===== src/rtl/router_fsm.sv =====
// Packet-sequencing controller for the 1x3 router: Moore FSM driving the register/synchronizer strobes.
// Define ROUTER_FSM_ADDR_CHK_EN to drop packets addressed to the nonexistent port 3.
module router_fsm (
    input  logic       clk,
    input  logic       rst,
    input  logic       pkt_valid,
    input  logic [1:0] data_in,
    input  logic       fifo_full,
    input  logic       fifo_empty_0,
    input  logic       fifo_empty_1,
    input  logic       fifo_empty_2,
    input  logic       soft_reset_0,
    input  logic       soft_reset_1,
    input  logic       soft_reset_2,
    input  logic       parity_done,
    input  logic       low_pkt_valid,
    output logic       detect_add,
    output logic       lfd_state,
    output logic       ld_state,
    output logic       laf_state,
    output logic       full_state,
    output logic       write_enb_reg,
    output logic       rst_int_reg,
    output logic       busy
);

    typedef enum logic [3:0] {
        DECODE_ADDRESS,
        LOAD_FIRST_DATA,
        LOAD_DATA,
        FIFO_FULL_STATE,
        LOAD_AFTER_FULL,
        LOAD_PARITY,
        CHECK_PARITY_ERROR,
        WAIT_TILL_EMPTY
`ifdef ROUTER_FSM_ADDR_CHK_EN
        , DROP_PACKET
`endif
    } state_e;

    state_e     state_q, state_d;
    logic [1:0] addr_q, addr_d;
    logic       empty_sel, soft_sel, hdr_empty;

    // Port 3 does not exist, so it never reports empty or soft reset.
    function automatic logic pick3(input logic [1:0] sel, input logic v0, input logic v1,
                                   input logic v2);
        logic r;
        case (sel)
            2'd0:    r = v0;
            2'd1:    r = v1;
            2'd2:    r = v2;
            default: r = 1'b0;
        endcase
        return r;
    endfunction

    always_comb begin
        empty_sel = pick3(addr_q, fifo_empty_0, fifo_empty_1, fifo_empty_2);
        soft_sel  = pick3(addr_q, soft_reset_0, soft_reset_1, soft_reset_2);
        hdr_empty = pick3(data_in, fifo_empty_0, fifo_empty_1, fifo_empty_2);
    end

    always_comb begin
        addr_d = addr_q;
        if (state_q == DECODE_ADDRESS && pkt_valid) begin
            addr_d = data_in;
        end
    end

    // NOTE: state registers use non-blocking assignments so every flop samples pre-edge values.
    always_ff @(posedge clk or posedge rst) begin
        if (rst) begin
            state_q <= DECODE_ADDRESS;
            addr_q  <= 2'd0;
        end else begin
            state_q <= state_d;
            addr_q  <= addr_d;
        end
    end

    // NOTE: next state defaults to the current state before the case, so no latch is inferred.
    always_comb begin
        state_d = state_q;
        if (soft_sel) begin
            state_d = DECODE_ADDRESS;
        end else begin
            case (state_q)
                DECODE_ADDRESS: begin
                    if (pkt_valid && data_in != 2'd3) begin
                        state_d = hdr_empty ? LOAD_FIRST_DATA : WAIT_TILL_EMPTY;
                    end
`ifdef ROUTER_FSM_ADDR_CHK_EN
                    else if (pkt_valid) begin
                        state_d = DROP_PACKET;
                    end
`endif
                end
                LOAD_FIRST_DATA: state_d = LOAD_DATA;
                LOAD_DATA: begin
                    if (fifo_full)       state_d = FIFO_FULL_STATE;
                    else if (!pkt_valid) state_d = LOAD_PARITY;
                end
                FIFO_FULL_STATE: begin
                    if (!fifo_full) state_d = LOAD_AFTER_FULL;
                end
                LOAD_AFTER_FULL: begin
                    if (parity_done)        state_d = DECODE_ADDRESS;
                    else if (low_pkt_valid) state_d = LOAD_PARITY;
                    else                    state_d = LOAD_DATA;
                end
                LOAD_PARITY: state_d = CHECK_PARITY_ERROR;
                CHECK_PARITY_ERROR: begin
                    state_d = fifo_full ? FIFO_FULL_STATE : DECODE_ADDRESS;
                end
                WAIT_TILL_EMPTY: begin
                    if (empty_sel) state_d = LOAD_FIRST_DATA;
                end
`ifdef ROUTER_FSM_ADDR_CHK_EN
                DROP_PACKET: begin
                    if (!pkt_valid) state_d = DECODE_ADDRESS;
                end
`endif
                default: state_d = DECODE_ADDRESS;
            endcase
        end
    end

    always_comb begin
        detect_add    = 1'b0;
        lfd_state     = 1'b0;
        ld_state      = 1'b0;
        laf_state     = 1'b0;
        full_state    = 1'b0;
        write_enb_reg = 1'b0;
        rst_int_reg   = 1'b0;
        busy          = 1'b0;
        case (state_q)
            DECODE_ADDRESS:  detect_add = 1'b1;
            LOAD_FIRST_DATA: begin
                lfd_state = 1'b1;
                busy      = 1'b1;
            end
            LOAD_DATA: begin
                ld_state      = 1'b1;
                write_enb_reg = 1'b1;
            end
            FIFO_FULL_STATE: begin
                full_state = 1'b1;
                busy       = 1'b1;
            end
            LOAD_AFTER_FULL: begin
                laf_state     = 1'b1;
                write_enb_reg = 1'b1;
                busy          = 1'b1;
            end
            LOAD_PARITY: begin
                write_enb_reg = 1'b1;
                busy          = 1'b1;
            end
            CHECK_PARITY_ERROR: begin
                rst_int_reg = 1'b1;
                busy        = 1'b1;
            end
            WAIT_TILL_EMPTY: busy = 1'b1;
            default: ;
        endcase
    end

endmodule


===== config.mk =====
export PLATFORM = sky130hd
export DESIGN_NAME = router_fsm
export DESIGN_NICKNAME = d
export VERILOG_FILES = /design/src/rtl/router_fsm.sv
export SDC_FILE = /design/constraint.sdc
export NUM_CORES = 1
export LEC_CHECK = 0
export BUFFER_PORTS_ARGS = -buffer_cell sky130_fd_sc_hd__clkbuf_2
export CAP_MARGIN = 15
export CELL_PAD_IN_SITES_DETAIL_PLACEMENT = 1
export CELL_PAD_IN_SITES_GLOBAL_PLACEMENT = 1
export CORE_MARGIN = 5
export CORE_UTILIZATION = 28
export DETAILED_ROUTE_END_ITERATION = 6
export PLACE_DENSITY = 0.71
export SYNTH_ARGS = -nofsm -noshare
export SYNTH_HDL_FRONTEND = slang
export SYNTH_SLANG_ARGS = --single-unit

===== constraint.sdc =====
create_clock -name clk -period 1.38 [get_ports clk]
set_input_delay 0.207 -clock clk [delete_from_list [all_inputs] [get_ports clk]]
set_output_delay 0.207 -clock clk [all_outputs]
set_load 0.01 [all_outputs]

---- Yosys cells after proc, flatten, opt, wreduce, memory -nomap -nowiden ----
Cells that the tools add are included.
storage, ports and cells
  output and inout port bits .............. 8
  register bits ........................... 6
  logic and storage cells ................. 48
  bits of input ports ..................... 14
operators by class
  reductions and logical operators ........ 8
  equality and inequality tests ........... 16
  muxes and demuxes ....................... 22
operator list
  cell                                                                     count
  4-bit one-hot mux with 8 select lines                                    1
  4-bit 2-to-1 mux                                                         6
  4-bit by 3-bit == test with 1-bit output, second input constant          4
  3-bit 2-to-1 mux                                                         3
  1-bit one-hot mux with 3 select lines                                    3
  4-bit by 2-bit == test with 1-bit output, second input constant          2
  1-bit 2-to-1 mux                                                         8
  3-bit inequality test, second input constant                             2
  6-bit OR reduction                                                       1
  2-bit by 1-bit == test with 1-bit output, second input constant          2
  2-bit == test, second input constant                                     2
  4-bit by 1-bit == test with 1-bit output, second input constant          1
  2-bit logical NOT                                                        2
  4-bit logical NOT                                                        1
  4-bit inequality test, second input constant                             1
  4-bit AND reduction                                                      1
  3-bit by 2-bit inequality test with 1-bit output, second input constant  1
  3-bit OR reduction                                                       1
  1-bit logical AND                                                        2
  2-bit 2-to-1 mux                                                         1
  2-bit inequality test, second input constant                             1

---- Logic depth before layout (Yosys ltp) ----
Gate-level depths: netlist of run 1.
  depth in word-level cells ............... 6
  gate-level depth with buffers ........... 5
  gate-level depth less buffers ........... 5

---- Worst setup path after synthesis of run 1 ----
Ideal clock, no wire load.
  path kind ............................... reg2reg
  start point ............................. reg state_q[2]
  end point ............................... reg addr_q[0]
  required time ........................... 1.255 ns
  arrival ................................. 1.219 ns
  buffers on the path ..................... 0
  clock period less this slack ............ 1.344 ns
  stages on the path, launching flop included .. 5
  library setup time ...................... 0.125 ns
  path slack .............................. 0.036 ns
  path through ............................ dfrtp_1 or3_4 inv_4 nand2_4 mux2_4
between the ends
  word-level cells in the longest chain between the ends .. 2
ends and longest elaborated chain
  what                    RTL line  RTL
  from (decl)             41        state_e state_q, state_d;
  from (signal assigned)  77        state_q <= state_d;
  4-bit logical NOT       66        if (state_q == DECODE_ADDRESS && pkt_valid) begin
  1-bit logical AND       66
  to (signal assigned)    78        addr_q <= addr_d;
  to (decl)               42        logic [1:0] addr_q, addr_d;
No other way between the ends.
A chain may end at the register's enable or synchronous reset.

---- Final worst setup path of run 1 ----
  start point ............................. reg state_q[0]
  end point ............................... reg state_q[0]
between the ends
  word-level cells in the longest chain between the ends .. 3
  elaborated cells between the ends (all ways) .. 15
  those cells by class .................... eq/ne: 11; mux: 2; reduce/logical: 2
ends and longest elaborated chain
  what                                                              RTL line  RTL
  4-bit by 3-bit == test with 1-bit output (tied with other cells)  88        case (state_q)
  4-bit one-hot mux with 8 select lines (tied with other cells)     88
  4-bit 2-to-1 mux or 4-bit AND reduction (tied branches)           n/a
Parallel ways exist; a longest one is shown, timed or not.

==> run metrics, run 1 <==
Fmax about 670 MHz; first-pass GRT wire length 3.06 mm; Port Buffers 21; CTS clock-pin slew for the worst setup and hold paths 0.04 ns; Synth cell types 31; First-pass DRT Iterations 4; vias after detailed routing between 600 and 700; layout cells sized above 1 61.5%; fin crit period 1.50 ns; register area share after synthesis between 20% and 30%; pin count of the biggest net entering global routing 14; Layout Cells excl Fill ~130; uppermost routed layer met4; Antenna Nets Post-Route 0; Primary FF master, synth dfrtp_1; max-cap violations 0; Final WS setup -0.120 ns; final setup vio count 13; largest cells by area after synthesis dfrtp_1 (24%), a21oi_1 (5.8%), mux2i_1 (5.8%); full die area ~2800 sq um; Root Buffer clkbuf_4; antenna violations before repair 0; 1st-iter DRT viols 19; TritonCTS Sinks 5; CTS HTree Levels 1; pwr dens ~2200 nW/um^2; Die Y 53.0 um; cells after synthesis 63; later-pin clock latency in the skew report between 0.2 and 0.25 ns; XOR/XNOR Fraction of Synth Area 0%; diodes inserted 0; Metal-1 WL between 800 and 900 um; P_leak 0.469 nW; unrepaired setup endpoints after global routing true; largest family of logic cells by synthesized area simple AND/OR/NAND/NOR gates; Hold Path Class in2reg; Max FO, Critical Path 4; mapped cell area 517 sq um; Setup TNS -0.860 ns; worst-margin pin slew 0.456 ns; GPL Wtd Cong 0.735; Final HPWL DP 1.30 mm; Remaining Overflow, GRT 0; GRT Util Overall between 10 and 15%; skew final roughly 0.0053 ns; area delta synth->final 76.0%; final wirelength between 2 and 2.5 mm; Top Ports 22; DR WL met3 between 40 and 50 um; drt drc 0; Num CTS Buffers 3; EDFF count, synth 0; Vias/cell 5.14; Synth top cells by count nor2_1 (7), a21oi_1 (6), dfrtp_1 (5), o21ai_0 (5), nand2_1 (4); Seq cells post-synth 5; Final Cell Area 910 sq um; met2 routed WL between 1 and 1.5 mm; Worst Setup Start Kind flop; vias in the first global route 675; failing checks setup timing; Pins Over Slew Limit 0; Synth Area in Simple Gates 33.4%; adder-cell share of the synthesized area 0%; Worst slew margin between 60% and 70%; CP endpoint kind flop; multiplexer area fraction after synthesis between 10 and 15%; count leader, synth nor2_1; status complete, but fails checks; critical path type reg2reg; CTS tree yes; per-cell routed wire length between 15 and 20 um; total core area roughly 1700 sq um; Nets roughly 120; area leader, netlist dfrtp_1; Req. time, crit path 1.48 ns; CP Data Arrival Time ~1.6 ns; Rows 15; area share of the largest cell type after synthesis 24.2%; syn_area_per_cell 8.20 sq um; CTS max path bufs 2; placed insts approximately 110; post-synthesis compound-gate area fraction a little under a quarter; Initial Util approximately 30%; area of placed instances ~680 sq um; Yosys warning total 0; final period utilization 109%; Mapped Nets 77; Peak VDD IR about 1.2 mV; Die Wd around 53 um; Synth async-reset ratio 100%; Fin. Hold Viols 0
sequential cells by signal, indices dropped and copies added, names as in the netlist:
name     count
addr_q       2
state_q      3
cell usage in the layout (no fill, tap or decap), types with 2 or more instances in the layout:
| cell type | n |
|---|---|
| o21ai_1 | 2 |
| clkbuf_4 | 3 |
| a21oi_1 | 5 |
| buf_6 | 7 |
| nor2_1 | 6 |
| clkbuf_2 | 16 |
| nand3b_1 | 2 |
| dfrtp_1 | 4 |
| buf_12 | 2 |
| mux2i_1 | 3 |
| mux2_4 | 2 |
| nor3b_2 | 2 |
| and2_4 | 2 |
| o21ai_2 | 3 |
| inv_1 | 3 |
| nand2_1 | 4 |
| buf_2 | 4 |
| buf_4 | 10 |
critical path, cell delays in order, from the launching register on:
cell and delay [ns]:
dfrtp_1 0.41, or3_4 0.41, buf_4 0.16, a21o_1 0.16
a22oi_2 0.17, nor3_2 0.06
layout make-up:
type | count | area [sq um]
Sequential cell | 5 | 126
Inverter | 4 | 17.5
Timing Repair Buffer | 40 | 304
Multi-Input combinational cell | 51 | 404
Fill cell | 222 | 836
Clock buffer | 4 | 26.3
Tap cell | 25 | 31.3
timing repair:
item | in CTS | in global routing
cloned | 0 | 1
hold endpoints to repair | 5 | 0
resized for setup | 14 | 16
hold buffers | 1 | 0
setup buffers | 6 | 7
pin swaps | 4 | 6
setup endpoints to repair | 8 | 13
power breakdown:
part | switching [mW] | leakage, nW | internal, mW
Combinational | 0.672 | 0.393 | 0.859
Sequential | 0.0868 | 0.0608 | 0.218
Clock | 0.0626 | 0.0150 | 0.109
final timing paths:
check                            from         end  slack [ns]  cells after the start
max in group asynchronous         rst  state_q[1]        0.78                      3
setup / recovery           state_q[0]  state_q[0]       -0.12                      5
min in group asynchronous         rst  state_q[2]        0.41                      3
setup reg to reg           state_q[0]  state_q[0]       -0.12                      5
hold reg to reg             addr_q[1]   addr_q[1]        0.65                      1
hold / removal             data_in[1]   addr_q[1]        0.26                      2
metrics by stage:
step,util (%),power [mW],hold slack (ns),worst slack [ns]
floorplan,-,0.919,-0.0145,0.0355
global placement,38.9,1.22,0.0897,-0.0169
detailed placement,38.9,1.24,0.107,0.0219
CTS,45.9,1.64,0.249,-0.0994
global route,52.1,2.13,0.261,-0.151
finish,52.1,2.01,0.263,-0.120
cells by family (layout without fill, tap and decap cells):
family | after synthesis | in the layout
muxes | 5 | 5
AOI/OAI and AO/OA | 18 | 18
and+or+nand+nor | 28 | 28
DFF | 5 | 5
buffers and inverters | 7 | 48
per-layer routing:
metal	up-vias	track usage [%]
met2	16	25.6
met5	-	0
li1	309	-
met1	334	18.1
met4	0	9.79
met3	4	0.282
Power figures use the tool's default switching activity.
==> run 2: changes to the inputs <==
--- a/config.mk
+++ b/config.mk
@@ -13,6 +13,7 @@
 export CORE_UTILIZATION = 28
 export DETAILED_ROUTE_END_ITERATION = 6
 export PLACE_DENSITY = 0.71
+export SETUP_SLACK_MARGIN = 0.1
 export SYNTH_ARGS = -nofsm -noshare
 export SYNTH_HDL_FRONTEND = slang
 export SYNTH_SLANG_ARGS = --single-unit
==> run metrics, run 2 (same netlist as run 1, synthesis figures left out) <==
CP endpoint kind primary output; CTS clock-pin slew for the worst setup and hold paths roughly 0.050 ns; Worst Setup Start Kind flop; max-cap violations 0; final period utilization 111%; layout cells sized above 1 between 50% and 60%; unrepaired setup endpoints after global routing true; diodes inserted 0; Die Y around 53 um; GRT Max-Usage Layer met2; Fmax around 650 MHz; Layout Utilization about half; Hold Path Class in2reg; Vias/cell 5.15; final wirelength approximately 2.2 mm; Worst path top cell family by delay simple AND/OR/NAND/NOR gates; Biggest register state_q; max reg flops 3; full die area about 2800 sq um; per-cell routed wire length 17.6 um; area delta synth->final 75.3%; flop-to-flop setup slack -0.13 ns; Top Ports 22; GRT Util Overall approximately 18%; fin crit period 1.53 ns; drt drc 0; Worst slew margin approximately three quarters; met3 Use GR between 5 and 6%; failing checks setup timing; status complete, but fails checks; WHS ~0.28 ns; post-place setup slack -0.0419 ns; critical path type reg2out; worst path cell trace or3_4, inv_4, buf_2; CTS max path bufs 2; First-pass DRT Iterations 4; later-pin clock latency in the skew report 0.26 ns; Crit path buffers/inverters 2; placed insts around 110; Remaining Overflow, GRT 0; commonest non-fill, non-tap cells in the layout clkbuf_2 (14), buf_6 (8), buf_4 (8); Final WS setup -0.155 ns; Root Buffer clkbuf_4; final setup vio count 13; Top Registers state_q: 3 flops, addr_q: 2 flops; Initial Util between 20 and 30%; Antenna Nets Post-Route 0; Port Buffers 21; Tot Pwr 1.98 mW; crit path max-delay cell type or3_4; 1st-iter DRT viols 7; antenna violations before repair 0; worst stage delay on the critical path about 0.44 ns; vias in the first global route 727; Peak VDD IR 0.990 mV; most common cell after layout, fill and taps aside clkbuf_2; Req. time, crit path ~1.2 ns; total core area roughly 1700 sq um; CTS tree yes; Rows 15; Num CTS Buffers 3; Nets roughly 120; CP Data Arrival Time between 1 and 1.5 ns; CTS HTree Levels 1; pwr dens between 2000 and 2500 nW/um^2; worst-margin pin slew 0.391 ns; Die Wd between 50 and 60 um; TritonCTS Sinks 5; Fin. Hold Viols 0; GPL Wtd Cong 0.737; Max FO, Critical Path 2; pin count of the biggest net entering global routing 14; M1 GR Usage 19.6%; skew final ~0.0057 ns; vias after detailed routing around 650; Final HPWL DP 1.29 mm; Pins Over Slew Limit 0; GR Layer Usage met2 slightly above 30%; P_leak between 0.4 and 0.5 nW; Layout Cells excl Fill 127; first-pass GRT wire length between 3 and 4 mm
run 2: power by group:
group | switching, mW | total (mW) | leakage [nW] | internal, mW
Combinational | 0.666 | 1.49 | 0.386 | 0.820
Clock | 0.0769 | 0.187 | 0.0150 | 0.110
Sequential | 0.0923 | 0.309 | 0.0607 | 0.217
run 2: path summary, 6_finish.rpt:
| check | cells past startpoint | endpoint | start |
|---|---|---|---|
| max | 3 | detect_add | state_q[0] |
| min reg2reg | 2 | addr_q[0] | addr_q[0] |
| min | 2 | addr_q[0] | data_in[0] |
| min in group asynchronous | 3 | state_q[1] | rst |
| max in group asynchronous | 3 | state_q[2] | rst |
| max reg2reg | 5 | state_q[0] | state_q[0] |
run 2: what timing repair did:
item	CTS	global route
gates cloned	1	0
pin swaps	7	2
endpoints found under the hold margin	5	0
resized for setup	17	15
setup endpoints to repair	13	13
hold buffers	1	0
buffers inserted	7	3
run 2: routing by layer:
metal / share of wire [%] / wire, um
met5: 0 / 0
met1: 41 / 915
met4: 4.8 / 108
met3: 4.5 / 100
met2: 50 / 1110
run 2: layout make-up:
cell class | instances | area, sq um
Inverter | 4 | 17.5
Clock buffer | 4 | 26.3
Fill cell | 220 | 840
Sequential cell | 5 | 126
Tap cell | 25 | 31.3
Multi-Input combinational cell | 51 | 409
Timing Repair Buffer | 38 | 295
run 2: per-stage QoR:
stage          TNS [ns]  area, sq um
2_1_floorplan         0          522
3_3_place_gp          0          688
3_5_place_dp    -0.0419          688
4_1_cts          -0.626          847
5_1_grt           -1.53          906
6_report          -1.11          906
